==> src/rtl/serial_tx_fsm_pkg.sv <==
// Shared definitions for the serial link: state encodings, line levels and default bit timing.
// Used by the transmitter here and by the receiver-side FSMs.
package serial_tx_fsm_pkg;

  typedef enum logic [2:0] {
    IDLE   = 3'd0,
    START  = 3'd1,
    DATA   = 3'd2,
    PARITY = 3'd3,
    STOP   = 3'd4
  } state_t;

  localparam logic LINE_IDLE = 1'b1;
  localparam logic START_BIT = 1'b0;

  localparam int DEFAULT_CLKS_PER_BIT = 4;

  // A counter for 0..n-1 needs at least one bit, even when n is 1.
  function automatic int cnt_width(input int n);
    return (n > 1) ? $clog2(n) : 1;
  endfunction

endpackage

==> src/rtl/serial_tx_fsm_bit_timer.sv <==
// Bit-period timer: counts 0..CLKS_PER_BIT-1 and wraps; tick marks the last cycle of a period.
// Output is combinational from the count; clr holds the count at 0 and takes no backpressure.
module bit_timer
  import serial_tx_fsm_pkg::*;
#(
  parameter int CLKS_PER_BIT = DEFAULT_CLKS_PER_BIT
) (
  input  logic clk,
  input  logic Resetn,
  input  logic clr,
  output logic tick
);

  localparam int TW = cnt_width(CLKS_PER_BIT);
  localparam logic [TW-1:0] LAST = TW'(CLKS_PER_BIT - 1);
  localparam logic [TW-1:0] ONE  = TW'(1);

  logic [TW-1:0] r_cnt;

  always_ff @(posedge clk or negedge Resetn) begin
    if (!Resetn) begin
      r_cnt <= '0;
    end else if (clr || (r_cnt == LAST)) begin
      r_cnt <= '0;
    end else begin
      r_cnt <= r_cnt + ONE;
    end
  end

  assign tick = (r_cnt == LAST);

endmodule

==> src/rtl/serial_tx_fsm.sv <==
// Bit-serial frame transmitter: start bit, DATA_W bits LSB first, optional even parity, stop bit.
// Line goes low one edge after start is accepted; start is only sampled in IDLE and never queued.
module serial_tx_fsm
  import serial_tx_fsm_pkg::*;
#(
  parameter int DATA_W       = 8,
  parameter int CLKS_PER_BIT = DEFAULT_CLKS_PER_BIT,
  parameter int PARITY_EN    = 1
) (
  input  logic              clk,
  input  logic              Resetn,
  input  logic              start,
  input  logic [DATA_W-1:0] din,
  output logic              w,
  output logic              busy,
  output logic              done
);

  localparam int IW = cnt_width(DATA_W);
  localparam logic [IW-1:0] LAST_IDX = IW'(DATA_W - 1);
  localparam logic [IW-1:0] ONE_IDX  = IW'(1);

  state_t            r_state;
  state_t            w_next;
  logic [DATA_W-1:0] r_shift;
  logic [IW-1:0]     r_idx;
  logic              r_par;
  logic              r_done;
  logic              w_tick;
  logic              w_clr;

  // Timer is held at 0 in IDLE so every frame starts on a fresh bit period.
  assign w_clr = (r_state == IDLE);

  bit_timer #(
    .CLKS_PER_BIT(CLKS_PER_BIT)
  ) u_bit_timer (
    .clk    (clk),
    .Resetn (Resetn),
    .clr    (w_clr),
    .tick   (w_tick)
  );

  always_ff @(posedge clk or negedge Resetn) begin
    if (!Resetn) begin
      r_state <= IDLE;
    end else begin
      r_state <= w_next;
    end
  end

  always_comb begin
    w_next = r_state;
    case (r_state)
      IDLE:    if (start) w_next = START;
      START:   if (w_tick) w_next = DATA;
      DATA: begin
        if (w_tick && (r_idx == LAST_IDX)) begin
          w_next = (PARITY_EN != 0) ? PARITY : STOP;
        end
      end
      PARITY:  if (w_tick) w_next = STOP;
      STOP:    if (w_tick) w_next = IDLE;
      default: w_next = IDLE;
    endcase
  end

  always_ff @(posedge clk or negedge Resetn) begin
    if (!Resetn) begin
      r_shift <= '0;
      r_idx   <= '0;
      r_par   <= 1'b0;
      r_done  <= 1'b0;
    end else begin
      r_done <= (r_state == STOP) && w_tick;
      if ((r_state == IDLE) && start) begin
        r_shift <= din;
        r_idx   <= '0;
        r_par   <= 1'b0;
      end else if ((r_state == DATA) && w_tick) begin
        r_par   <= r_par ^ r_shift[0];
        r_shift <= r_shift >> 1;
        r_idx   <= (r_idx == LAST_IDX) ? '0 : r_idx + ONE_IDX;
      end
    end
  end

  always_comb begin
    w    = LINE_IDLE;
    busy = 1'b1;
    done = r_done;
    case (r_state)
      IDLE:    busy = 1'b0;
      START:   w = START_BIT;
      DATA:    w = r_shift[0];
      PARITY:  w = r_par;
      STOP:    w = LINE_IDLE;
      default: busy = 1'b0;
    endcase
  end

endmodule

==> config.mk <==
export PLATFORM = sky130hd
export DESIGN_NAME = serial_tx_fsm
export DESIGN_NICKNAME = d
export VERILOG_FILES = /design/src/rtl/serial_tx_fsm_pkg.sv /design/src/rtl/serial_tx_fsm_bit_timer.sv /design/src/rtl/serial_tx_fsm.sv
export SDC_FILE = /design/constraint.sdc
export NUM_CORES = 1
export LEC_CHECK = 0
export CORE_ASPECT_RATIO = 0.75
export CORE_MARGIN = 2
export CORE_UTILIZATION = 41
export CTS_CLUSTER_DIAMETER = 40
export DETAILED_ROUTE_END_ITERATION = 6
export PLACE_DENSITY = 0.6
export SYNTH_ARGS = -nofsm -noshare
export SYNTH_HDL_FRONTEND = slang
export SYNTH_HIERARCHICAL = 1
export SYNTH_SLANG_ARGS = --single-unit
==> constraint.sdc <==
create_clock -name clk -period 3.8 [get_ports clk]
set_input_delay 0.76 -clock clk [delete_from_list [all_inputs] [get_ports clk]]
set_output_delay 0.76 -clock clk [all_outputs]
set_load 0.02 [all_outputs]
[Word level (Yosys, flattened, before mapping)]
Cells that the tools add are included.
Word-level totals
  register bits: 18
  input port bits: 11
  logic and storage cells: 45
Operators by class
  $add $sub $neg: 2
  equal/unequal tests: 11
  multiplexer cells: 16
  bitwise operators: 1
  reductions and logical operators: 9
Operators with widths (number)
  $mux 3: 8
  $mux 8: 2
  $pmux 3 s5: 1
  $ne 2x2->1 const B: 5
  $eq 3x2->1 const B: 2
  $eq 3x3->1 const B: 2
  $reduce_and 5->1: 1
  $logic_and 1x1->1: 4
  $reduce_or 4->1: 1
  $add 3x1->3 const B: 1
  $eq 3x1->1 const B: 1
  $logic_not 3->1: 1
  $mux 1: 3
  $pmux 1 s3: 1
  $add 2x1->2 const B: 1
  $eq 2x2->1 const B: 1
  $mux 2: 1
  $reduce_bool 2->1: 1
  $logic_or 1x1->1: 1
  $xor 1x1->1: 1

[Logic depth before layout (Yosys ltp)]
  depth after elaboration: 4
  mapped depth: 5

[Modules after synthesis]
The synthesis kept the hierarchy.
By module, submodules not included
  serial_tx_fsm: instances 1, cells an instance 78, area each 812.0 um^2, seq. area each 400.4 um^2
  bit_timer: instances 1, cells an instance 5, area each 85.1 um^2, seq. area each 50.0 um^2

[Least setup slack after synthesis]
No wires, ideal clock.
  path kind: reg-to-output
  from: reg r_state[0]
  to: out w
  arrival: 1033 ps
  data required time: 3040 ps
  path slack: 2007 ps
  stages on the path, launching flop included: 5
  buffers on the path: 1
  path through: dfrtp_1 -> buf_6 -> nor3b_1 -> a21oi_1 -> or2_2
Between the ends
  word-level cells in the longest chain between the ends: 2
  elaborated cells on any way between the ends: 4
  those cells by class: 3 x eq/ne; 1 x mux
RTL lines
  start, declared: line serial_tx_fsm.sv:23  | state_t r_state;
  start signal, assigned: line serial_tx_fsm.sv:48  | r_state <= w_next;
  $eq 3x2->1 or $eq 3x1->1 (tied branches): line serial_tx_fsm.sv:92  | case (r_state)
  $pmux 1 s3 (*): line serial_tx_fsm.sv:92
  end, declared: line serial_tx_fsm.sv:14  | output logic w,
Every way passes the cells marked *; elsewhere a longest branch is shown, timed or not.

[Worst setup path in the final report]
  from: reg r_state[1]
  to: out w
Same word-level chain as after synthesis.

==> run metrics <==
status completed; Avg Cell Area, Syn 10.8 um2; top cell type's share of synthesized area 50.2%; share of layout cells above drive strength 1 8.51%; initial antenna violation count 0; Top Family by Delay on Critical Path flip-flops; ANT cells 0; Max VDD drop 0.404 mV; top cells by area, synth dfrtp_1 (50%), nand2_1 (5.4%), mux2i_1 (4.5%), o21ai_0 (4.5%), ha_1 (4.2%); Mapped Nets 97; cell chain of the critical path nor3b_1 -> a21oi_1 -> or2_2 -> clkdlybuf4s50_1; die span in y 44.5 um; Switching Power 0.247 mW; fmax 369 MHz; postcts setup bufs 0; maximum root-to-sink buffer count 2; Final setup viols 0; commonest cells after routing, fill and taps aside dfrtp_1 (18), nand2_1 (13), clkdlybuf4s50_1 (13), o21ai_0 (8); dpl cells 115; H-tree levels 1; port buffer count 13; min Tclk post-route 2710 ps; CTS Hold Buffers Added 0; IO Pins 14; remaining antenna violation count after routing 0; CP Buf/Inv Count 1; sequential area share after synthesis 50.2%; Tcrit/Tclk final 71.2%; width of the die 58.0 um; Crit. End Element output pin; Sw Ratio 35.9%; Worst-Skew Late Latency 290 ps; crit start category register; vias per std cell 5.18; maximum fanout along the worst path 9; TritonCTS clock tree built; WS Path Type reg2out; max-cap violations 0; setup_tns 0 ps; Die Footprint 2580 um2; CTS Sinks 18; area leader, netlist dfrtp_1; max-slew violations 0; Post-DP HPWL 1.00 mm; Final Util 51.2%; Non-Filler Instances 118; std cell rows 14; total CTS buffers 3; commonest non-fill, non-tap cell in the layout dfrtp_1; Yosys Warn Count 6; CTS resizes 0; Comb pwr share 37.3%; skew final 7.75 ps; RSZ-0062 raised after global routing no; clock network power share 13.3%; Total GRT Usage 13.1%; Mapped Area 897 um2; largest stage delay on the critical path 570 ps; clock root buffer clkbuf_4; DRC viols 0; gr ovfl total 0; pwr/cell area 662 nW/um2; DR WL/cell 12.7 um; Int Pwr 0.441 mW; Layout Nets 110; synth-to-layout area growth 15.9%; FILL cells 193; Post-Syn Instances 83; Slew Limit Headroom 46.4%; DR iter-0 viols 15; FF+latch count, synth 18; actual slew at the worst max-slew pin 802 ps; Clock transition at path regs 100 ps; final wirelength 1.50 mm; LEAKAGE 0.481 nW; slowest CP cell dfrtp_1; sequential share of power 49.3%; DRT Pass-1 Iters 3; Final GP Congestion 0.687; arrival time worst endpoint 1950 ps; largest net degree at the start of global routing 19; Core Area 2030 um2; Final Hold Viols 0; Vias 611; Starting Density 44.2%; vias in the first global route 550; CP Data Required Time 3040 ps; first-pass GRT wire length 2.47 mm; Hold Crit Class reg2reg; post-synth cell types 28
final timing paths:
kind,start,to,slack (ps),depth (start not counted)
min in group asynchronous,Resetn,done$_DFF_PN0_,930,1
worst min-delay path,u_bit_timer/r_cnt[0]$_DFF_PN0_,u_bit_timer/r_cnt[0]$_DFF_PN0_,460,1
worst min register to register,u_bit_timer/r_cnt[0]$_DFF_PN0_,u_bit_timer/r_cnt[0]$_DFF_PN0_,460,1
worst max-delay path,r_state[1]$_DFFE_PN0P_,w,1090,4
max in group asynchronous,Resetn,r_idx[2]$_DFFE_PN0P_,2370,1
worst max register to register,u_bit_timer/r_cnt[0]$_DFF_PN0_,r_par$_DFFE_PN0P_,1950,4
registers in the layout (all words and copies together), names as in the netlist:
name               count
r_par                  1
r_shift                8
r_idx                  3
r_state                3
u_bit_timer/r_cnt      2
done                   1
Yosys cell counts:
cell type,n
a22o_1,3
dfrtp_1,18
buf_4,2
nor3_1,2
nand3_1,1
nor3b_1,1
nor2_1,4
nor3_2,1
buf_6,2
mux2i_1,4
a21oi_1,3
nand2_1,13
a221oi_1,1
a221o_1,1
nor4bb_1,1
xnor2_1,2
nor4b_4,1
inv_1,2
o32ai_1,1
or3_1,1
o21ai_0,8
ha_1,3
buf_2,2
nand4bb_1,1
and3_1,1
or2_2,1
nor3b_2,1
a21o_1,2
cells by family (layout without fill, tap and decap cells):
| group | Yosys count | in the layout | share of synthesized area (%) |
|---|---|---|---|
| xor gates and xnor gates | 2 | 2 | 1.95 |
| adders and majority gates | 3 | 3 | 4.18 |
| buffers and inverters | 8 | 19 | 6.14 |
| AOI/OAI and AO/OA | 19 | 19 | 13.8 |
| muxes | 4 | 4 | 4.46 |
| and+or+nand+nor | 29 | 29 | 19.2 |
| DFF | 18 | 18 | 50.2 |
layout make-up:
| type | count | area, um2 | area share [%] |
|---|---|---|---|
| inverters | 2 | 7.51 | 0.722 |
| clock buffers | 3 | 22.5 | 2.17 |
| flip-flops and latches | 18 | 450 | 43.3 |
| well taps | 24 | 30.0 | 2.89 |
| repair buffers | 14 | 138 | 13.2 |
| multi-input cells | 57 | 392 | 37.7 |
through the flow:
step           power [mW]  hold slack (ps)  setup WS, ps  cell area, um2
3_3_place_gp        0.595              443          1340            1020
4_1_cts             0.694              467          1110            1040
5_1_grt             0.739              504          1040            1040
2_1_floorplan       0.546              429          2010             897
6_report            0.688              460          1090            1040
3_5_place_dp        0.600              450          1280            1020
power groups by stage:
stage / Sequential (mW) / Clock [mW] / Combinational [mW]
2_1_floorplan: 0.300 / 0 / 0.245
6_report: 0.340 / 0.0918 / 0.257
4_1_cts: 0.338 / 0.0966 / 0.260
3_5_place_dp: 0.341 / 0 / 0.259
3_3_place_gp: 0.340 / 0 / 0.255
5_1_grt: 0.349 / 0.106 / 0.284
metal layers:
| metal | wire length, um | global-route usage (%) | vias up |
|---|---|---|---|
| met5 | 0 | 0 | - |
| met4 | 18 | 5.58 | 0 |
| met3 | 87 | 6.14 | 2 |
| met2 | 604 | 18.6 | 12 |
| met1 | 788 | 17.2 | 280 |
| li1 | - | - | 317 |
(Power assumes the default switching activity.)
